$ cat config.mk
export PLATFORM = sky130hd
export DESIGN_NAME = isqrt_recon
export DESIGN_NICKNAME = d
export VERILOG_FILES = /design/src/rtl/isqrt_pkg.sv /design/src/rtl/isqrt_recon.sv
export SDC_FILE = /design/constraint.sdc
export NUM_CORES = 1
export LEC_CHECK = 0
export CAP_MARGIN = 20
export CORE_MARGIN = 2
export CORE_UTILIZATION = 53
export CTS_CLUSTER_SIZE = 40
export DETAILED_ROUTE_END_ITERATION = 12
export PLACE_DENSITY_LB_ADDON = 0.15
export SLEW_MARGIN = 40
export SYNTH_ARGS = -nofsm -noshare
export SYNTH_HDL_FRONTEND = slang
export SYNTH_SLANG_ARGS = --single-unit
export TNS_END_PERCENT = 10
$ cat constraint.sdc
create_clock -name clk -period 4.3 [get_ports clk]
set_input_delay 0.43 -clock clk [delete_from_list [all_inputs] [get_ports clk]]
set_output_delay 0.43 -clock clk [all_outputs]
set_load 0.005 [all_outputs]
$ cat src/rtl/isqrt_pkg.sv
// Types and constants shared by the integer square root unit and its reconstruction checker.
package isqrt_pkg;

    localparam int ISQRT_W = 16;

    typedef enum logic [1:0] {
        IDLE = 2'd0,
        MUL  = 2'd1,
        ADD  = 2'd2,
        DONE = 2'd3
    } state_t;

endpackage

$ cat src/rtl/isqrt_recon.sv
// Rebuilds num = root*root + rem with an MSB-first shift-add multiplier and flags legal isqrt remainders.
module isqrt_recon
    import isqrt_pkg::*;
#(
    parameter int W = ISQRT_W
) (
    input  logic           clk,
    input  logic           clr,
    input  logic           start,
    input  logic [W-1:0]   root,
    input  logic [W:0]     rem,
    output logic           in_ready,
    output logic           out_valid,
    input  logic           out_ready,
    output logic [2*W-1:0] num,
    output logic           ovf,
    output logic           rem_ok
);

    localparam int IW = (W > 1) ? $clog2(W) : 1;
    localparam logic [IW-1:0] IND_MAX = IW'(W - 1);

    state_t           state;
    logic [2*W-1:0]   acc;
    logic [IW-1:0]    ind;
    logic [W-1:0]     root_q;
    logic [W:0]       rem_q;
    logic [2*W:0]     sum;

    // One partial product per cycle; acc never exceeds root^2 so 2W bits suffice.
    function automatic logic [2*W-1:0] mac_step(input logic [2*W-1:0] a,
                                                 input logic [W-1:0]   r,
                                                 input logic [IW-1:0]  i);
        if (r[i])
            return a + ({{W{1'b0}}, r} << i);
        return a;
    endfunction

    function automatic logic [2*W:0] add_rem(input logic [2*W-1:0] a,
                                             input logic [W:0]     m);
        return {1'b0, a} + {{W{1'b0}}, m};
    endfunction

    assign sum = add_rem(acc, rem_q);

    // Operands are only meaningful after acceptance, so they carry no reset.
    always_ff @(posedge clk) begin
        if (state == IDLE && start) begin
            root_q <= root;
            rem_q  <= rem;
        end
    end

    always_ff @(posedge clk or posedge clr) begin
        if (clr) begin
            state     <= IDLE;
            in_ready  <= 1'b1;
            out_valid <= 1'b0;
            num       <= '0;
            ovf       <= 1'b0;
            rem_ok    <= 1'b0;
            acc       <= '0;
            ind       <= IND_MAX;
        end else begin
            case (state)
                IDLE: begin
                    if (start) begin
                        acc      <= '0;
                        ind      <= IND_MAX;
                        in_ready <= 1'b0;
                        state    <= MUL;
                    end
                end
                MUL: begin
                    acc <= mac_step(acc, root_q, ind);
                    if (ind == '0)
                        state <= ADD;
                    else
                        ind <= ind - 1'b1;
                end
                ADD: begin
                    num       <= sum[2*W-1:0];
                    ovf       <= sum[2*W];
                    rem_ok    <= (rem_q <= {root_q, 1'b0});
                    out_valid <= 1'b1;
                    state     <= DONE;
                end
                DONE: begin
                    if (out_ready) begin
                        out_valid <= 1'b0;
                        in_ready  <= 1'b1;
                        state     <= IDLE;
                    end
                end
                default: state <= IDLE;
            endcase
        end
    end

endmodule

**After elaboration in Yosys (flattened, before gate mapping)**

Index checks and enable logic that the tools add are counted.

- $add $sub $neg: 3
- Order comparisons: 2
- Equality and inequality tests: 8
- Shifts and indexed selects: 1
- Muxes and demuxes: 20
- Reductions and logical operators: 11

Operator list:

| operator | number |
|---|---|
| 32-bit two-way mux | 3 |
| 32-bit one-hot mux with 2 select lines | 1 |
| 32-bit by 17-bit adder with 33-bit output | 1 |
| 32-bit adder | 1 |
| 16-bit by 4-bit << shifter with 32-bit output | 1 |
| 17-bit less-or-equal comparator | 1 |
| 3-bit AND reduction | 4 |
| 2-bit inequality test (second input constant) | 5 |
| 4-bit two-way mux | 2 |
| 2-bit one-hot mux with 4 select lines | 1 |
| 4-bit one-hot mux with 2 select lines | 1 |
| 1-bit two-way mux | 6 |
| 2-bit two-way mux | 3 |
| 2-bit nonzero test | 3 |
| 4-bit by 5-bit less-than comparator with 1-bit output (second input constant) | 1 |
| 1-bit binary-select mux with 4-bit select | 1 |
| 2-bit == test (second input constant) | 2 |
| 4-bit zero test | 1 |
| 1-bit one-hot mux with 2 select lines | 2 |
| 4-bit by 1-bit subtractor with 4-bit output (second input constant) | 1 |
| 2-bit by 1-bit == test with 1-bit output (second input constant) | 1 |
| 2-bit zero test | 1 |
| 2-bit AND reduction | 1 |
| 1-bit logical AND | 1 |

- Bits in registers: 107
- Bits of input ports: 37
- Output and inout port bits: 36
- Logic and storage cells: 55

**Longest topological paths before layout**

Gate-level depths: netlist of run 1.

- Depth in word-level cells: 6
- Mapped depth: 19
- Mapped depth without buffers: 17

**Worst setup path after synthesis of run 1**

OpenSTA, ideal clock, no wires.

- Path kind: register to register
- Start: register ind[0]
- End: register acc[28]
- Setup time: 0.069 ns
- Data arrival time: 4.005 ns
- Required time: 4.231 ns
- Slack: 0.226 ns
- Stages on the path, launching flop included: 17
- Path buffers: 3
- Clock period less this slack: 4.074 ns
- Path through: dfstp_2 > buf_1 > clkbuf_1 > clkbuf_1 > mux2i_1 > mux2_2 > nor2_1 > a21oi_1 > ha_1 > a21o_1 > a21oi_1 > o311ai_0 > a211oi_1 > nor3_1 > o21bai_1 > mux2_2 > nand3_1

- Cells in the longest elaborated chain, start to end: 6
- Elaborated cells between the ends (all ways): 11
- Classes of those cells: add/sub (1); eq/ne (1); shift (1); mux (7); reduce/logical (1)

Ends and longest elaborated chain:

| what | line | RTL |
|---|---|---|
| start, declared | isqrt_recon.sv:25 | `logic [IW-1:0] ind;` |
| start signal, assigned | isqrt_recon.sv:79 | `ind <= ind - 1'b1;` |
| parallel branches: the longest is 6 deep, another holds 32-bit adder | n/a |  |
| end signal, assigned | isqrt_recon.sv:75 | `acc <= mac_step(acc, root_q, ind);` |
| end, declared | isqrt_recon.sv:24 | `logic [2*W-1:0] acc;` |

Several ways; the timed one is not identified. The select of a mux whose other input is x is not followed.
A chain may end at the register's enable or synchronous reset.

**Worst setup path after layout of run 1**

Ends and elaborated chain as after synthesis.

==> run_results.csv, run 1 <==
group,metric,value,unit
timing,maxSlewHeadroom,0.5516,
global_route,grtUsageTotal,0.2614,
finish,seq_area,2849,um2
power_and_ir_drop,ir_drop,0.4023,mV
critical_path,critPathBufInv,1,
critical_path,worst_setup_path_end_kind,"flip-flop",
floorplanning,fp.dieArea,15980,um2
outcome,outcome,"finished, final reports clean",
synth,yosysWarnings,0,
flow_run,cap_violations,0,
clocking,htree_levels,3,
critical_path,crit_family,"compound AO/OA/AOI/OAI gates",
synth,yosysUniqueCellTypes,61,
critical_path,reg2reg_slack,270,ps
global_route,antenna_found_initial,0,
power_and_ir_drop,power.density,659.4,nW/um2
finish,nNetsFinal,1075,
finish,fill_cells,1314,
timing,setup-violations-final,0,
critical_path,reg2reg_from,"ind[0]",
drt,post-route-drc-count,0,
placement,io_buffers,72,
hold_path,hold_class,"in2async",
clocking,ctsResizeCount,0,
clocking,cts_setup_buffers,0,
synth,synth_seq_cells,107,
timing,worst_slew_pin_slew,666.8,ps
synth,yosysTopAreaCellShare,0.2174,
synth,syn_inst,902,
global_route,grt_pass1_vias,6546,
clocking,cts_buffers,9,
timing,finalCritPeriodShare,0.9363,
critical_path,crit_fanout,13,
synth,syn_area_per_cell,8.807,um2
timing,hold_viol_final,0,
floorplanning,die_w,126.4,um
synth,synth_edf_count,33,
placement,gp_congestion,0.9679,
finish,drive_gt1_frac,0.07819,
floorplanning,io_pins,73,
floorplanning,die_h,126.4,um
timing,worst_clock_skew,5.679,ps
drt,first_pass_iters,7,
clocking,cts.sinks,107,
floorplanning,rows,44,
critical_path,critical_path_class,"reg2reg",
clocking,clk_latency,360,ps
critical_path,reg2reg_depth,14,
timing,final_max_slew_viol_count,0,
placement,dp_hpwl,15.24,mm
critical_path,required,4600,ps
synth,synth.area.top_cells,"dfrtp_1 22%, edfxtp_1 12%, ha_1 11%",
global_route,overflow,0,
critical_path,r2r_end,"acc[28]",
finish,diodes,0,
critical_path,arrival,4320,ps
timing,max_freq,248.4,MHz
floorplanning,core_area,14590,um2
drt,via_count,6940,
synth,synth.cell_area,7944,um2
clocking,postCtsHoldBufs,0,
timing,fin_crit,4026,ps
global_route,grt_max_degree,43,
clocking,cts_root_buf,"clkbuf_16",
finish,multi_input_area,4801,um2
critical_path,crit_top_cell,"a21oi_1",
timing,hold-worst-slack,428.8,ps
critical_path,cpPeakStageDelay,710,ps
floorplanning,initial_core_util,0.5445,
critical_path,cp_cell_sequence,"mux4_2, nor2b_1, a31oi_1, a21oi_1, ha_1, a21o_1, a21oi_1, o311ai_0, a211oi_1, nor3_1, buf_4, o21bai_1, mux2_2, nand3_1",
power_and_ir_drop,p_leak,4.051,nW
drt,drt-initial-drc-count,515,
placement,placed_area,8904,um2
synth,mappedNetlistNets,1010,
synth,yosys-top-cells-count,"88 x nor2_1, 86 x nand2_1, 84 x o21ai_0, 73 x a21oi_1",
drt,detail-route-antenna-nets,0,
global_route,grt_pass1_wl,33.53,mm
drt,wl_per_cell,17.27,um
clocking,tritoncts,"done",
synth,postSynth.asyncResetShare,0.6916,
synth,ys.flop_type,"dfrtp_1",
synth,yosysMostFrequentCell,"nor2_1",
synth,ys_seq_area_frac,0.3586,
clocking,clockBufferDepth,2,
finish,area_growth,16.13,%
clocking,path_clk_slew,70,ps
drt,via_per_inst,6.003,
critical_path,cp-start-kind,"flip-flop",
finish,fin_area,9225,um2
drt,drt_wl_total,19.96,mm
critical_path,slowest_stage,"dfstp_2",
synth,synth_top_area_cell,"dfrtp_1",
## how the worst max path moves through the flow
stage / from / endpoint / slack (ps) / cells after the start
2_1_floorplan: ind[0] / acc[28] / 230 / 16
3_3_place_gp: ind[0] / acc[23] / 320 / 15
3_5_place_dp: ind[1] / acc[23] / 330 / 16
4_1_cts: ind[1] / acc[23] / 310 / 16
5_1_grt: ind[1] / acc[23] / -4 / 16
6_report: ind[0] / acc[28] / 270 / 14
## placed cells by master (no fill, tap or decap), types with 29 or more instances in the layout
master           netlist  final
a21oi_1               73     73
clkdlybuf4s50_1        0     72
dfrtp_1               69     69
edfxtp_1              33     33
ha_1                  69     68
inv_1                 41     40
nand2_1               86     85
nand3_1               29     29
nor2_1                88     87
o21ai_0               84     84
## worst register-to-register path: stages (launching register included)
cell and delay [ps]:
dfstp_2 710, mux4_2 550, nor2b_1 150, a31oi_1 210, a21oi_1 110, ha_1 400
a21o_1 210, a21oi_1 160, o311ai_0 190, a211oi_1 350, nor3_1 110, buf_4 170
o21bai_1 220, mux2_2 360, nand3_1 80
## layer usage
layer | wire length, um | global-route usage | vias to the layer above
met1 | 9419 | 0.3724 | 3249
met5 | 0 | 0 | -
met2 | 8865 | 0.4074 | 236
met3 | 1199 | 0.04682 | 41
li1 | - | - | 3414
met4 | 480 | 0.08145 | 0
## area by class of cell
cell class / instances / area share
Multi-Input combinational cell: 715 / 0.5204
Sequential cell: 107 / 0.3088
Timing Repair Buffer: 92 / 0.09440
Tap cell: 184 / 0.02496
Clock buffer: 10 / 0.02482
Inverter: 42 / 0.01709
Clock inverter: 6 / 0.009494
## kinds of logic after synthesis
| family | Yosys count | share of synthesized area |
|---|---|---|
| fa+ha+maj | 71 | 0.1137 |
| flops | 107 | 0.3586 |
| xor+xnor | 38 | 0.04190 |
| buf+inv | 80 | 0.03890 |
| simple gates | 298 | 0.1742 |
| mux | 41 | 0.06489 |
| compound gates | 267 | 0.2078 |
## per-stage QoR
| step | setup slack [ps] | TNS [ps] | instances | utilization | power (mW) |
|---|---|---|---|---|---|
| final | 273.9 | 0 | 1156 | 0.6323 | 6.083 |
| after global placement | 323.3 | 0 | 1140 | 0.6102 | 5.094 |
| after detailed placement | 327.1 | 0 | 1140 | 0.6103 | 5.153 |
| after floorplan | 226.4 | 0 | 902 | - | 4.048 |
| after global routing | -3.650 | -3.650 | 1156 | 0.6323 | 6.598 |
| after CTS | 314.3 | 0 | 1156 | 0.6320 | 6.068 |
## state kept, by name (all words and copies together), names as in the netlist
register and cells:
acc 32, num 32, rem_q 17, root_q 16
ind 4, state 2, in_ready 1, out_valid 1
ovf 1, rem_ok 1
## report_power, final
group | switching [mW] | internal, mW | leakage [nW]
registers | 0.333 | 1.42 | 1.23
logic | 1.90 | 1.55 | 2.66
clock network | 0.377 | 0.512 | 0.153
total | 2.61 | 3.48 | 4.05
Note: power is estimated with default switching activity, not from simulation.
==> run 2: changes to the inputs <==
Settings changed: TNS_END_PERCENT 10 to default.
==> results of run 2 <==
Final layout, timing and power as in run 1 (identical DEF).
